`src/rtl/stage5_writeback_pkg.sv`:
```
// rtl/stage5_writeback_pkg.sv - shared pipeline ISA constants, special registers and writeback FSM states
package stage5_writeback_pkg;

  // Opcodes, IR[31:27]
  localparam logic [4:0] OP_RTYPE = 5'b00000;
  localparam logic [4:0] OP_J     = 5'b00001;
  localparam logic [4:0] OP_BNE   = 5'b00010;
  localparam logic [4:0] OP_JAL   = 5'b00011;
  localparam logic [4:0] OP_JR    = 5'b00100;
  localparam logic [4:0] OP_ADDI  = 5'b00101;
  localparam logic [4:0] OP_BLT   = 5'b00110;
  localparam logic [4:0] OP_SW    = 5'b00111;
  localparam logic [4:0] OP_LW    = 5'b01000;
  localparam logic [4:0] OP_SETX  = 5'b10101;
  localparam logic [4:0] OP_BEX   = 5'b10110;

  // R-type ALU ops, IR[6:2]
  localparam logic [4:0] ALU_ADD  = 5'b00000;
  localparam logic [4:0] ALU_SUB  = 5'b00001;
  localparam logic [4:0] ALU_MULT = 5'b00110;
  localparam logic [4:0] ALU_DIV  = 5'b00111;

  // Special registers
  localparam logic [4:0] REG_ZERO   = 5'd0;
  localparam logic [4:0] REG_STATUS = 5'd30;
  localparam logic [4:0] REG_RA     = 5'd31;

  // Status codes written to r30 on overflow / multdiv exception
  localparam logic [31:0] STAT_ADD_OVF  = 32'd1;
  localparam logic [31:0] STAT_ADDI_OVF = 32'd2;
  localparam logic [31:0] STAT_SUB_OVF  = 32'd3;
  localparam logic [31:0] STAT_MULT_EXC = 32'd4;
  localparam logic [31:0] STAT_DIV_EXC  = 32'd5;

  typedef enum logic {
    ST_RUN     = 1'b0,
    ST_MD_WAIT = 1'b1
  } wb_state_e;

  // True when the IR is an R-type mult or div, which completes through the multdiv unit.
  function automatic logic is_md_op(input logic [31:0] ir);
    return (ir[31:27] == OP_RTYPE) && ((ir[6:2] == ALU_MULT) || (ir[6:2] == ALU_DIV));
  endfunction

endpackage

```
`src/rtl/stage5_writeback_wb_decode.sv`:
```
// rtl/stage5_writeback_wb_decode.sv - writeback decode and register-file write-port select
module wb_decode
  import stage5_writeback_pkg::*;
(
  input  logic [31:0] i_ir,
  input  logic [31:0] i_o,
  input  logic [31:0] i_d,
  input  logic [31:0] i_pc1,
  input  logic        i_ovf,
  input  logic        i_md_wait,
  input  logic        i_md_ready,
  input  logic [31:0] i_md_result,
  input  logic        i_md_exception,
  output logic        o_is_md,
  output logic        o_we,
  output logic [4:0]  o_waddr,
  output logic [31:0] o_wdata
);

  logic [4:0]  w_opcode;
  logic [4:0]  w_rd;
  logic [4:0]  w_aluop;
  logic        w_we;
  logic [4:0]  w_waddr;
  logic [31:0] w_wdata;

  assign w_opcode = i_ir[31:27];
  assign w_rd     = i_ir[26:22];
  assign w_aluop  = i_ir[6:2];
  assign o_is_md  = is_md_op(i_ir);

  // Pick destination and data; the multdiv result replaces normal decode while waiting on it.
  always_comb begin
    w_we    = 1'b0;
    w_waddr = w_rd;
    w_wdata = i_o;
    if (i_md_wait) begin
      if (i_md_ready) begin
        w_we = 1'b1;
        if (i_md_exception) begin
          w_waddr = REG_STATUS;
          w_wdata = (w_aluop == ALU_MULT) ? STAT_MULT_EXC : STAT_DIV_EXC;
        end else begin
          w_wdata = i_md_result;
        end
      end
    end else begin
      case (w_opcode)
        OP_RTYPE: begin
          w_we = !o_is_md;
          if (i_ovf && (w_aluop == ALU_ADD)) begin
            w_waddr = REG_STATUS;
            w_wdata = STAT_ADD_OVF;
          end else if (i_ovf && (w_aluop == ALU_SUB)) begin
            w_waddr = REG_STATUS;
            w_wdata = STAT_SUB_OVF;
          end
        end
        OP_ADDI: begin
          w_we = 1'b1;
          if (i_ovf) begin
            w_waddr = REG_STATUS;
            w_wdata = STAT_ADDI_OVF;
          end
        end
        OP_LW: begin
          w_we    = 1'b1;
          w_wdata = i_d;
        end
        OP_JAL: begin
          w_we    = 1'b1;
          w_waddr = REG_RA;
          w_wdata = i_pc1;
        end
        OP_SETX: begin
          w_we    = 1'b1;
          w_waddr = REG_STATUS;
          w_wdata = {5'b00000, i_ir[26:0]};
        end
        OP_SW, OP_J, OP_BNE, OP_BLT, OP_JR, OP_BEX: w_we = 1'b0;
        default: w_we = 1'b0;
      endcase
    end
  end

  // r0 is hardwired to zero, so writes to it are suppressed here.
  assign o_we    = w_we && (w_waddr != REG_ZERO);
  assign o_waddr = w_waddr;
  assign o_wdata = w_wdata;

endmodule

```
`src/rtl/stage5_writeback.sv`:
```
// rtl/stage5_writeback.sv - pipeline stage 5 writeback with multdiv wait FSM; optional WB_FWD_EN forwarding port
module stage5_writeback
  import stage5_writeback_pkg::*;
(
  input  logic        clock,
  input  logic        reset,
  input  logic        in_valid,
  input  logic [31:0] ir_in,
  input  logic [31:0] o_in,
  input  logic [31:0] d_in,
  input  logic [31:0] pc1_in,
  input  logic        ovf_in,
  input  logic        md_ready,
  input  logic [31:0] md_result,
  input  logic        md_exception,
  output logic        stall_out,
  output logic        rf_we,
  output logic [4:0]  rf_waddr,
  output logic [31:0] rf_wdata,
  output logic [31:0] ir_wb
`ifdef WB_FWD_EN
  ,
  output logic        fwd_valid,
  output logic [4:0]  fwd_addr,
  output logic [31:0] fwd_data
`endif
);

  wb_state_e   r_state;
  wb_state_e   w_next_state;
  logic [31:0] r_ir;
  logic [31:0] r_o;
  logic [31:0] r_d;
  logic [31:0] r_pc1;
  logic        r_ovf;
  logic        w_is_md;
  logic        w_md_wait;
  logic        w_stall;

  assign w_md_wait = (r_state == ST_MD_WAIT);

  // Next state and stall: a latched mult/div must hold the latches until its result returns.
  always_comb begin
    w_next_state = r_state;
    w_stall      = 1'b0;
    case (r_state)
      ST_RUN: begin
        if (w_is_md) begin
          w_stall      = 1'b1;
          w_next_state = ST_MD_WAIT;
        end
      end
      ST_MD_WAIT: begin
        w_stall = 1'b1;
        if (md_ready) w_next_state = ST_RUN;
      end
      default: w_next_state = ST_RUN;
    endcase
  end

  // FSM state register.
  always_ff @(posedge clock or negedge reset) begin
    if (!reset) r_state <= ST_RUN;
    else        r_state <= w_next_state;
  end

  // Stage latches: load on accept, nop when idle or when a multdiv op retires, hold while stalled.
  always_ff @(posedge clock or negedge reset) begin
    if (!reset) begin
      r_ir  <= 32'd0;
      r_o   <= 32'd0;
      r_d   <= 32'd0;
      r_pc1 <= 32'd0;
      r_ovf <= 1'b0;
    end else if (w_md_wait) begin
      if (md_ready) begin
        r_ir  <= 32'd0;
        r_o   <= 32'd0;
        r_d   <= 32'd0;
        r_pc1 <= 32'd0;
        r_ovf <= 1'b0;
      end
    end else if (!w_stall) begin
      if (in_valid) begin
        r_ir  <= ir_in;
        r_o   <= o_in;
        r_d   <= d_in;
        r_pc1 <= pc1_in;
        r_ovf <= ovf_in;
      end else begin
        r_ir  <= 32'd0;
        r_o   <= 32'd0;
        r_d   <= 32'd0;
        r_pc1 <= 32'd0;
        r_ovf <= 1'b0;
      end
    end
  end

  wb_decode u_wb_decode (
    .i_ir          (r_ir),
    .i_o           (r_o),
    .i_d           (r_d),
    .i_pc1         (r_pc1),
    .i_ovf         (r_ovf),
    .i_md_wait     (w_md_wait),
    .i_md_ready    (md_ready),
    .i_md_result   (md_result),
    .i_md_exception(md_exception),
    .o_is_md       (w_is_md),
    .o_we          (rf_we),
    .o_waddr       (rf_waddr),
    .o_wdata       (rf_wdata)
  );

  assign stall_out = w_stall;
  assign ir_wb     = r_ir;

`ifdef WB_FWD_EN
  assign fwd_valid = rf_we;
  assign fwd_addr  = rf_waddr;
  assign fwd_data  = rf_wdata;
`endif

endmodule

```
`config.mk`:
```
export PLATFORM = sky130hd
export DESIGN_NAME = stage5_writeback
export DESIGN_NICKNAME = d
export VERILOG_FILES = /design/src/rtl/stage5_writeback_pkg.sv /design/src/rtl/stage5_writeback_wb_decode.sv /design/src/rtl/stage5_writeback.sv
export SDC_FILE = /design/constraint.sdc
export NUM_CORES = 1
export LEC_CHECK = 0
export ABC_AREA = 0
export ABC_CLOCK_PERIOD_IN_PS = 5100
export CAP_MARGIN = 10
export CORE_ASPECT_RATIO = 0.6
export CORE_MARGIN = 2
export CORE_UTILIZATION = 47
export DETAILED_ROUTE_END_ITERATION = 8
export GPL_ROUTABILITY_DRIVEN = 0
export PLACE_DENSITY = 0.86
export SETUP_SLACK_MARGIN = 0.4
export SKIP_CTS_REPAIR_TIMING = 1
export SYNTH_ARGS = -nofsm -noshare
export SYNTH_HDL_FRONTEND = slang
export SYNTH_SLANG_ARGS = --single-unit
```
`constraint.sdc`:
```
create_clock -name clock -period 5.1 [get_ports clock]
set_clock_uncertainty 0.05 [all_clocks]
set_input_delay 0.51 -clock clock [delete_from_list [all_inputs] [get_ports clock]]
set_output_delay 0.51 -clock clock [all_outputs]
set_load 0.02 [all_outputs]
```
### Word level (Yosys, flattened, before mapping)

Cells that the tools add are included.

* register bits after elaboration: 130
* input bits: 166
* word-level logic and storage cells: 66

* equal/unequal tests: 9
* mux-type cells: 39
* bitwise operators: 1
* reduce and logical (&&, ||, !) cells: 11

Operators by type and width (count)
* $mux 32: 19
* $pmux 32 s5: 1
* $mux 5: 6
* $pmux 5 s4: 1
* $eq 5x3->1 const B: 3
* $logic_not 5->1: 2
* $mux 1: 9
* $pmux 1 s2: 3
* $eq 5x1->1 const B: 1
* $eq 5x2->1 const B: 1
* $eq 5x4->1 const B: 1
* $eq 5x5->1 const B: 1
* $reduce_bool 5->1: 1
* $logic_and 1x1->1: 4
* $reduce_or 4->1: 1
* $ne 2x1->1 const B: 1
* $ne 2x2->1 const B: 1
* $reduce_and 2->1: 1
* $logic_not 1->1: 1
* $logic_or 1x1->1: 1
* $not 1->1: 1

### Longest topological paths before layout

Gate-level depths: netlist of the first run.

* depth after elaboration: 8
* depth in mapped cells: 9
* gate-level depth less buffers: 5

### Modules after synthesis

A second synthesis of the first run with hierarchy kept.

* cells, all modules: 855
* area, all modules: 9230.1 µm²

By module, submodules not included
* stage5_writeback: instances 1, cells an instance 605, area an instance 7636.1 µm², sequential area each 3253.1 µm²
* wb_decode: instances 1, cells an instance 250, area an instance 1594.0 µm², sequential area each 0.0 µm²

### Worst setup path before layout of the first run

Ideal clock, no wire load.

* path kind: register -> output
* start point: reg r_ir[28], in the netlist ir_wb[28]
* end point: out rf_we
* arrival time: 2.205 ns
* setup slack: 2.335 ns
* cell stages (with the launch flop): 7
* path buffers: 1
* cell sequence: dfrtp_1 > buf_2 > or3b_2 > o21ai_0 > a32oi_1 > mux2_2 > a311oi_1

* cells in the longest elaborated chain, start to end: 6
* elaborated cells between the ends (all ways): 14
* classes of those cells: 4 x eq/ne; 4 x mux; 6 x reduce/logical

RTL lines
* from (decl): line stage5_writeback.sv:31 `logic [31:0] r_ir;`
* from (signal assigned): line stage5_writeback.sv:85 `r_ir <= ir_in;`
* branches (longest 5 deep; another with $eq 5x5->1)
* $logic_and 1x1->1 (*): line stage5_writeback_wb_decode.sv:87 `assign o_we = w_we && (w_waddr != REG_ZERO);`
* to (decl): line stage5_writeback.sv:17 `output logic rf_we,`

Every way passes the cells marked *.

### Worst setup path in the final report of the first run

* start point: reg r_ir[28], in the netlist ir_wb[28]
* end point: out rf_wdata[20]

* cells in the longest elaborated chain, start to end: 3
* elaborated cells between the ends (all ways): 7
* classes of those cells: 4 x eq/ne; 2 x mux; 1 x reduce/logical

RTL lines
* $eq 5x5->1, or another cell as far along: line stage5_writeback_wb_decode.sv:48 `case (w_opcode)`
* $pmux 32 s5 (*): line stage5_writeback_wb_decode.sv:48
* $mux 32 (*): line stage5_writeback_wb_decode.sv:37 `if (i_md_wait) begin`
* to (decl): line stage5_writeback.sv:19 `output logic [31:0] rf_wdata,`

Every way passes the cells marked *; elsewhere a longest branch is shown, timed or not.

==> flow_metrics.py, run 1 <==
metrics = {
    "global_routing": {
        "grt_overflow_total": 0,
        "grt_pass1_vias": 5869,
        "antenna_found_initial": 0,
        "grt_usage_pct": 31.3,
        "grt_pass1_wl_mm": 32.4,
        "grt_max_degree": 167,
    },
    "critical_path": {
        "crit_chain": "nor3_1 > o21ai_0 > o22ai_1 > o21a_1 > a221o_1 > clkdlybuf4s50_1",
        "arrival_ns": 3.54,
        "critPathBufInv": 1,
        "cp_top_family": "compound AO/OA/AOI/OAI gates",
        "critPathKind": "reg -> out",
        "critPathMaxFanout": 29,
        "reg2reg_depth": 5,
        "cpMaxStageDelayCell": "o21a_1",
        "path_depth": 6,
        "worst_ep_required_time_ns": 4.54,
        "critPathCaptureType": "primary output",
        "worst_setup_path_start_kind": "register",
        "max_stage_delay_ns": 1.00,
    },
    "floorplan": {
        "core_area_um2": 12200,
        "rows": 31,
        "dieArea_um2": 13600,
        "fp.dieH_um": 91.0,
        "initial_core_util_pct": 48.7,
        "io_pins": 237,
        "die_x_um": 149,
    },
    "placed_design": {
        "portBuffers": 236,
        "place_hpwl_mm": 13.9,
        "placed_area_um2": 8360,
    },
    "finish": {
        "final_cell_mix": "clkdlybuf4s50_1 (235), dfrtp_1 (129), a22o_1 (92), nand2_1 (78), o21ai_0 (41)",
        "fin_nets": 925,
        "fill_cells": 838,
        "final_common_cell": "clkdlybuf4s50_1",
        "syn_to_final_growth_pct": 51.6,
        "fin_area_um2": 8990,
        "antenna_cells": 0,
        "drive_gt1_share_pct": 6.87,
    },
    "clock_tree": {
        "cts_tree": "yes",
        "cts_root_buf": "clkbuf_16",
        "cts_buffer_depth": 2,
        "numCtsBuffers": 17,
        "h-tree-depth": 4,
        "path_clk_slew_ns": 0.06,
        "worstSkewPairLatency_ns": 0.41,
        "clock-sinks": 130,
    },
    "synth": {
        "synth_area_per_cell_um2": 10.8,
        "synthArstFlopShare_pct": 100,
        "synth_ff_type": "dfrtp_1",
        "ys_warn_count": 0,
        "syn-num-nets": 716,
        "synth_cell_types": 43,
        "synthCells": 550,
        "synth_top_area_share_pct": 54.9,
        "ys_seq_area_share_pct": 54.9,
        "ys_seq_elements": 130,
        "synth.area.top_cells": "dfrtp_1 (55%), a22o_1 (14%), a221o_1 (5.2%), nand2_1 (4.9%), a222oi_1 (4.1%)",
        "synth_edf_count": 0,
        "synth_top_cell_by_area": "dfrtp_1",
        "syn_area_um2": 5930,
    },
    "routing": {
        "dr.pass1.iters": 7,
        "wl_per_cell_um": 22.5,
        "drtIter0Drc": 648,
        "ant_nets": 0,
        "wl_mm": 21.0,
        "vias": 5918,
        "drc": 0,
        "vias_per_cell": 6.32,
    },
    "timing": {
        "setup_violations": 0,
        "rsz0062_at_grt": "false",
        "finalHoldViolCount": 0,
        "final.min_clock_period_ns": 4.10,
        "tns_ns": 0,
        "slew_headroom_pct": 16.2,
        "fmax_ghz": 0.244,
        "worst_pin_slew_ns": 1.26,
        "drv_slew": 0,
        "fin_crit_sh_pct": 80.3,
    },
    "job": {
        "maxCapViolCount": 0,
    },
    "power": {
        "leakagePower_nw": 3.91,
        "max-vdd-ir-drop_mv": 0.264,
        "powerDensity_nw_per_um2": 331,
    },
    "status": {
        "outcome": "complete, no violations",
    },
    "worst_hold_path": {
        "hold_path_class": "in -> async",
    },
}
layout make-up:
class / count / area (um2) / share of cell area (%)
flip-flops and latches: 130 / 3250 / 36.2
multi-input cells: 359 / 2440 / 27.1
repair buffers: 244 / 2440 / 27.1
clock buffers: 20 / 447 / 4.97
well taps: 165 / 206 / 2.30
clock inverters: 12 / 180 / 2.00
inverters: 7 / 26.3 / 0.292
cell families after synthesis:
group / count (synthesis) / synth area share [%]
DFF: 130 / 54.9
muxes: 1 / 0.190
and+or+nand+nor: 140 / 10.1
buffers and inverters: 61 / 4.62
AOI/OAI and AO/OA: 218 / 30.2
sequential cells by signal, summed over array words and instances (netlist names):
signal	cells
r_state	1
r_ovf	1
r_d	32
ir_wb	32
r_o	32
r_pc1	32
worst reg2reg max path, cell delays in order (launching register included):
cell and delay (ns):
dfrtp_1 0.50, nor3_1 0.36, nand2_1 0.26, o31ai_4 0.31
buf_12 0.50, o21ai_0 0.38
synthesized netlist by cell type, types with 3 or more instances:
| library cell | instances |
|---|---|
| a222oi_1 | 24 |
| a22o_1 | 92 |
| o21ai_0 | 41 |
| nor3_1 | 5 |
| buf_2 | 18 |
| a221o_1 | 31 |
| a21oi_1 | 3 |
| buf_1 | 4 |
| nand2b_1 | 7 |
| a22oi_1 | 7 |
| dfrtp_1 | 130 |
| o22ai_1 | 3 |
| nor2_1 | 35 |
| nand2_1 | 78 |
| nand3_1 | 3 |
| clkbuf_1 | 28 |
| inv_1 | 7 |
report_power, final:
part,total (mW),internal (mW),leakage (nW),switching (mW)
Clock,1.31,0.835,0.301,0.472
Sequential,1.16,1.10,1.68,0.0593
Combinational,0.511,0.275,1.93,0.236
Total,2.97,2.21,3.91,0.767
per-layer routing:
layer | routed length [um] | vias to the layer above | GRT usage, % | part of all wire (%)
li1 | - | 2537 | - | -
met1 | 8490 | 2917 | 43.3 | 40
met2 | 9620 | 415 | 46.8 | 46
met3 | 2430 | 49 | 9.80 | 12
met4 | 505 | 0 | 10.4 | 2.4
met5 | 0 | - | 0 | 0
per-stage QoR:
step / std cells / hold WS [ns] / worst slack, ns / total power [mW] / util, %
after global placement: 905 / 0.411 / 1.54 / 1.66 / 68.7
after detailed placement: 905 / 0.426 / 1.40 / 1.68 / 68.7
after CTS: 937 / 0.0400 / 1.09 / 2.98 / 73.8
final: 937 / 0.0155 / 1.00 / 2.97 / 73.8
after global routing: 937 / 0.0662 / 0.857 / 3.07 / 73.8
after floorplan: 550 / 0.164 / 2.34 / 1.37 / -
worst paths after layout:
path / end / startpoint / slack [ns]
setup / recovery: rf_wdata[20] / ir_wb[28] / 1.00
hold / removal: r_pc1[29] / reset / 0.02
setup reg to reg: r_pc1[12] / ir_wb[29] / 2.58
hold reg to reg: r_o[13] / r_o[13] / 0.44
max in group asynchronous: r_d[11] / reset / 3.67
min in group clock: r_o[13] / r_o[13] / 0.44
(Power assumes the default switching activity.)
==> inputs of run 2 (changes only) <==
--- a/config.mk
+++ b/config.mk
@@ -6,14 +6,14 @@
 export NUM_CORES = 1
 export LEC_CHECK = 0
 export ABC_AREA = 0
-export ABC_CLOCK_PERIOD_IN_PS = 5100
+export ABC_CLOCK_PERIOD_IN_PS = 4200
 export CAP_MARGIN = 10
 export CORE_ASPECT_RATIO = 0.6
 export CORE_MARGIN = 2
-export CORE_UTILIZATION = 47
+export CORE_UTILIZATION = 44
 export DETAILED_ROUTE_END_ITERATION = 8
 export GPL_ROUTABILITY_DRIVEN = 0
-export PLACE_DENSITY = 0.86
+export PLACE_DENSITY = 0.81
 export SETUP_SLACK_MARGIN = 0.4
 export SKIP_CTS_REPAIR_TIMING = 1
 export SYNTH_ARGS = -nofsm -noshare
==> constraint.sdc (replaced) <==
create_clock -name clock -period 4.2 [get_ports clock]
set_clock_uncertainty 0.05 [all_clocks]
set_input_delay 0.42 -clock clock [delete_from_list [all_inputs] [get_ports clock]]
set_output_delay 0.42 -clock clock [all_outputs]
set_load 0.02 [all_outputs]
==> flow_metrics.py, run 2 (synthesis results as in run 1) <==
metrics = {
    "status": {
        "outcome": "complete, no violations",
    },
    "routing": {
        "vias": 5793,
        "drtIter0Drc": 573,
        "ant_nets": 0,
        "drc": 0,
        "wl_per_cell_um": 22.3,
        "dr.pass1.iters": 8,
        "wl_mm": 21.1,
        "vias_per_cell": 6.12,
    },
    "critical_path": {
        "crit_chain": "nor3_1 > and3_1 > buf_4 > a21bo_2 > a31oi_1 > a311oi_1 > clkdlybuf4s50_1",
        "critPathKind": "reg -> out",
        "max_stage_delay_ns": 0.67,
        "r2r-start": "ir_wb[29]",
        "cpMaxStageDelayCell": "clkdlybuf4s50_1",
        "r2r-end": "r_pc1[25]",
        "critPathCaptureType": "primary output",
        "worst_ep_required_time_ns": 3.73,
        "r2r_setup_slack_ns": 1.72,
        "worst_setup_path_start_kind": "register",
        "critPathMaxFanout": 36,
        "arrival_ns": 3.13,
        "reg2reg_depth": 5,
    },
    "worst_hold_path": {
        "hold_path_class": "in -> async",
    },
    "global_routing": {
        "grt_usage_pct": 29.6,
        "grt_pass1_wl_mm": 32.7,
        "antenna_found_initial": 0,
        "grt_pass1_vias": 5736,
        "grt_overflow_total": 0,
        "grt_max_degree": 94,
    },
    "finish": {
        "drive_gt1_share_pct": 7.73,
        "final_cell_mix": "clkdlybuf4s50_1 (235), dfrtp_1 (129), a22o_1 (92), nand2_1 (78), o21ai_0 (41)",
        "syn_to_final_growth_pct": 52.2,
        "fin_nets": 929,
        "fin_area_um2": 9020,
        "final_common_cell": "clkdlybuf4s50_1",
        "antenna_cells": 0,
    },
    "power": {
        "max-vdd-ir-drop_mv": 0.199,
        "powerDensity_nw_per_um2": 390,
        "total_power_mw": 3.52,
        "leakagePower_nw": 3.92,
    },
    "floorplan": {
        "rows": 32,
        "fp.dieH_um": 93.9,
        "dieArea_um2": 14400,
        "initial_core_util_pct": 45.6,
        "core_area_um2": 13000,
        "die_x_um": 154,
        "io_pins": 237,
    },
    "timing": {
        "drv_slew": 0,
        "finalHoldViolCount": 0,
        "slew_headroom_pct": 27.3,
        "fin_crit_sh_pct": 85.8,
        "rsz0062_at_grt": "false",
        "tns_ns": 0,
        "fmax_ghz": 0.278,
        "setup_slack_ns": 0.598,
        "worst_pin_slew_ns": 1.09,
        "setup_violations": 0,
        "final.min_clock_period_ns": 3.60,
    },
    "clock_tree": {
        "h-tree-depth": 4,
        "worstSkewPairLatency_ns": 0.41,
        "clock-sinks": 130,
        "numCtsBuffers": 17,
        "cts_root_buf": "clkbuf_16",
        "path_clk_slew_ns": 0.06,
        "cts_buffer_depth": 2,
        "cts_tree": "yes",
    },
    "placed_design": {
        "place_hpwl_mm": 14.0,
        "pre_cts_slack_ns": 0.709,
        "portBuffers": 236,
        "placed_area_um2": 8380,
    },
    "job": {
        "maxCapViolCount": 0,
    },
}
run 2: cell types whose count changed in the layout (fill, tap and decap cells not counted), sizes merged:
cell	before	now
bufinv	4	2
clkinv	4	3
clkinvlp	2	5
buf	9	13
run 2: layer usage:
layer	part of all wire, %	GRT usage (%)	up-vias	wire length [um]
met1	43	41.5	2876	9120
met5	0	0	-	0
met2	46	46.4	357	9600
met3	9.9	7.75	23	2080
li1	-	-	2537	-
met4	1.3	7.24	0	272
run 2: how the worst max path moves through the flow:
stage               cells past startpoint  slack (ns)  startpoint           end
global route                            7        0.45   ir_wb[29]         rf_we
floorplan                               6        1.53   ir_wb[28]         rf_we
detailed placement                      5        0.71    md_ready  rf_wdata[27]
finish                                  7        0.60   ir_wb[29]         rf_we
CTS                                     6        0.27   ir_wb[28]  rf_wdata[24]
global placement                        5        0.81    md_ready  rf_wdata[10]
run 2: metrics by stage:
step,utilization [%],hold slack [ns],cells
final,69.3,0.0408,946
after global routing,69.3,0.123,946
after CTS,69.0,0.0753,943
after detailed placement,64.4,0.424,911
after global placement,64.4,0.411,911
after floorplan,-,0.0744,550
run 2: layout make-up:
class / instances / area [um2]
timing repair buffer: 248 / 2490
multi-input combinational: 359 / 2440
inverter: 7 / 26.3
tap: 170 / 213
fill: 972 / 3990
sequential: 130 / 3250
clock inverter: 12 / 130
clock buffer: 20 / 467
run 2: power by group:
group | switching [mW] | internal (mW)
Sequential | 0.0700 | 1.33
Combinational | 0.285 | 0.334
Clock | 0.579 | 0.922
Total | 0.934 | 2.59
run 2: critical path: cells and delay by family (launching register included):
family | cells | cell delay [ns]
AO/OA/AOI/OAI | 3 | 0.62
buffers and inverters | 2 | 1.09
flip-flops | 1 | 0.49
AND/OR/NAND/NOR | 2 | 0.52
==> inputs of run 3 (changes only) <==
--- a/config.mk
+++ b/config.mk
@@ -13,7 +13,7 @@
 export CORE_UTILIZATION = 44
 export DETAILED_ROUTE_END_ITERATION = 8
 export GPL_ROUTABILITY_DRIVEN = 0
-export PLACE_DENSITY = 0.81
+export PLACE_DENSITY = 0.82
 export SETUP_SLACK_MARGIN = 0.4
 export SKIP_CTS_REPAIR_TIMING = 1
 export SYNTH_ARGS = -nofsm -noshare
==> flow_metrics.py, run 3 (synthesis results as in run 1) <==
metrics = {
    "global_routing": {
        "grt_usage_pct": 29.7,
        "grt_pass1_wl_mm": 32.8,
        "antenna_found_initial": 0,
        "grt_overflow_total": 0,
        "grt_max_degree": 101,
        "grt_pass1_vias": 5837,
    },
    "floorplan": {
        "die_x_um": 154,
        "io_pins": 237,
        "fp.dieH_um": 93.9,
        "initial_core_util_pct": 45.6,
        "dieArea_um2": 14400,
        "rows": 32,
        "core_area_um2": 13000,
    },
    "power": {
        "p_int_mw": 2.51,
        "max-vdd-ir-drop_mv": 0.252,
        "leakagePower_nw": 3.91,
        "powerDensity_nw_per_um2": 381,
        "switching_share_pct": 26.5,
        "seq_power_share_pct": 41.0,
        "clkPwrFrac_pct": 40.6,
        "p_switching_uw": 907,
        "combPwrFrac_pct": 18.4,
    },
    "clock_tree": {
        "numCtsBuffers": 17,
        "cts_buffer_depth": 2,
        "cts_root_buf": "clkbuf_16",
        "h-tree-depth": 4,
        "clock-sinks": 130,
        "cts_tree": "yes",
        "worstSkewPairLatency_ns": 0.41,
        "path_clk_slew_ns": 0.06,
    },
    "critical_path": {
        "cp_top_family": "compound AO/OA/AOI/OAI gates",
        "critPathCaptureType": "primary output",
        "cpMaxStageDelayCell": "clkdlybuf4s50_1",
        "r2r-start": "ir_wb[31]",
        "worst_ep_required_time_ns": 3.73,
        "r2r-end": "r_pc1[12]",
        "worst_setup_path_start_kind": "register",
        "max_stage_delay_ns": 0.55,
        "crit_chain": "nor3_1 > and3_1 > o22ai_1 > o21a_2 > buf_8 > a221o_1 > clkdlybuf4s50_1",
        "reg2reg_depth": 5,
        "critPathMaxFanout": 17,
        "arrival_ns": 3.18,
        "r2r_setup_slack_ns": 1.73,
        "critPathBufInv": 2,
        "critPathKind": "reg -> out",
        "critPathLaunch": "ir_wb[31]",
    },
    "timing": {
        "worst_pin_slew_ns": 1.11,
        "finalHoldViolCount": 0,
        "setup_violations": 0,
        "rsz0062_at_grt": "false",
        "final.min_clock_period_ns": 3.65,
        "drv_slew": 0,
        "tns_ns": 0,
        "slew_headroom_pct": 26.3,
        "fmax_ghz": 0.274,
        "fin_crit_sh_pct": 86.8,
    },
    "routing": {
        "dr.pass1.iters": 8,
        "vias": 5874,
        "wl_mm": 21.2,
        "drc": 0,
        "vias_per_cell": 6.20,
        "ant_nets": 0,
        "drtIter0Drc": 612,
        "wl_per_cell_um": 22.4,
    },
    "finish": {
        "drive_gt1_share_pct": 7.59,
        "fin_nets": 932,
        "final_cell_mix": "clkdlybuf4s50_1 (235), dfrtp_1 (129), a22o_1 (92), nand2_1 (78), o21ai_0 (41)",
        "antenna_cells": 0,
        "final_common_cell": "clkdlybuf4s50_1",
        "syn_to_final_growth_pct": 51.2,
        "fin_area_um2": 8970,
    },
    "job": {
        "maxCapViolCount": 0,
    },
    "worst_hold_path": {
        "hold_path_class": "in -> async",
    },
    "status": {
        "outcome": "complete, no violations",
    },
    "placed_design": {
        "place_hpwl_mm": 14.4,
        "portBuffers": 236,
        "placed_area_um2": 8390,
    },
}
## run 3: cell count changes in the layout (fill, tap and decap cells not counted)
cell,before,now
buf_4,9,13
buf_12,3,0
clkbuf_1,0,2
clkinv_4,0,2
clkinvlp_4,5,3
inv_6,2,0
buf_6,1,2
buf_8,0,1
bufinv_16,2,1
clkbuf_8,3,2
## run 3: metrics by stage
step | hold WS [ns] | power [mW] | utilization (%) | setup WS, ns | std cells
3_5_place_dp | 0.423 | 2.04 | 64.4 | 0.645 | 914
6_report | 0.0670 | 3.41 | 68.9 | 0.553 | 947
4_1_cts | 0.0930 | 3.42 | 68.6 | 0.176 | 944
2_1_floorplan | 0.0744 | 1.67 | - | 1.53 | 550
5_1_grt | 0.142 | 3.54 | 68.9 | 0.467 | 947
3_3_place_gp | 0.413 | 2.02 | 64.4 | 0.829 | 914
## run 3: how the worst max path moves through the flow
stage	endpoint	slack [ns]	cells past startpoint
after floorplan	rf_we	1.53	6
after global placement	rf_wdata[5]	0.83	6
after detailed placement	rf_wdata[23]	0.65	6
after CTS	rf_wdata[23]	0.18	6
after global routing	rf_wdata[28]	0.47	7
final	rf_wdata[23]	0.55	7
## run 3: final cells by class
cell class	instances	area (um2)
fill	961	4050
sequential	130	3250
timing repair buffer	251	2490
multi-input combinational	359	2440
clock buffer	21	460
tap	170	213
clock inverter	9	85.1
inverter	7	26.3
## run 3: power groups by stage
stage | Clock, mW | Combinational (mW) | Sequential, mW
floorplan | 0 | 0.247 | 1.42
global placement | 0 | 0.607 | 1.41
detailed placement | 0 | 0.620 | 1.42
CTS | 1.40 | 0.623 | 1.40
global route | 1.46 | 0.668 | 1.41
finish | 1.39 | 0.627 | 1.40
## run 3: layer usage
| layer | vias up | GRT usage (%) | wire length (um) | part of all wire (%) |
|---|---|---|---|---|
| li1 | 2539 | - | - | - |
| met1 | 2918 | 41.4 | 8930 | 42 |
| met2 | 370 | 44.4 | 9490 | 45 |
| met3 | 47 | 9.41 | 2300 | 11 |
| met4 | 0 | 9.19 | 449 | 2.1 |
| met5 | - | 0 | 0 | 0 |
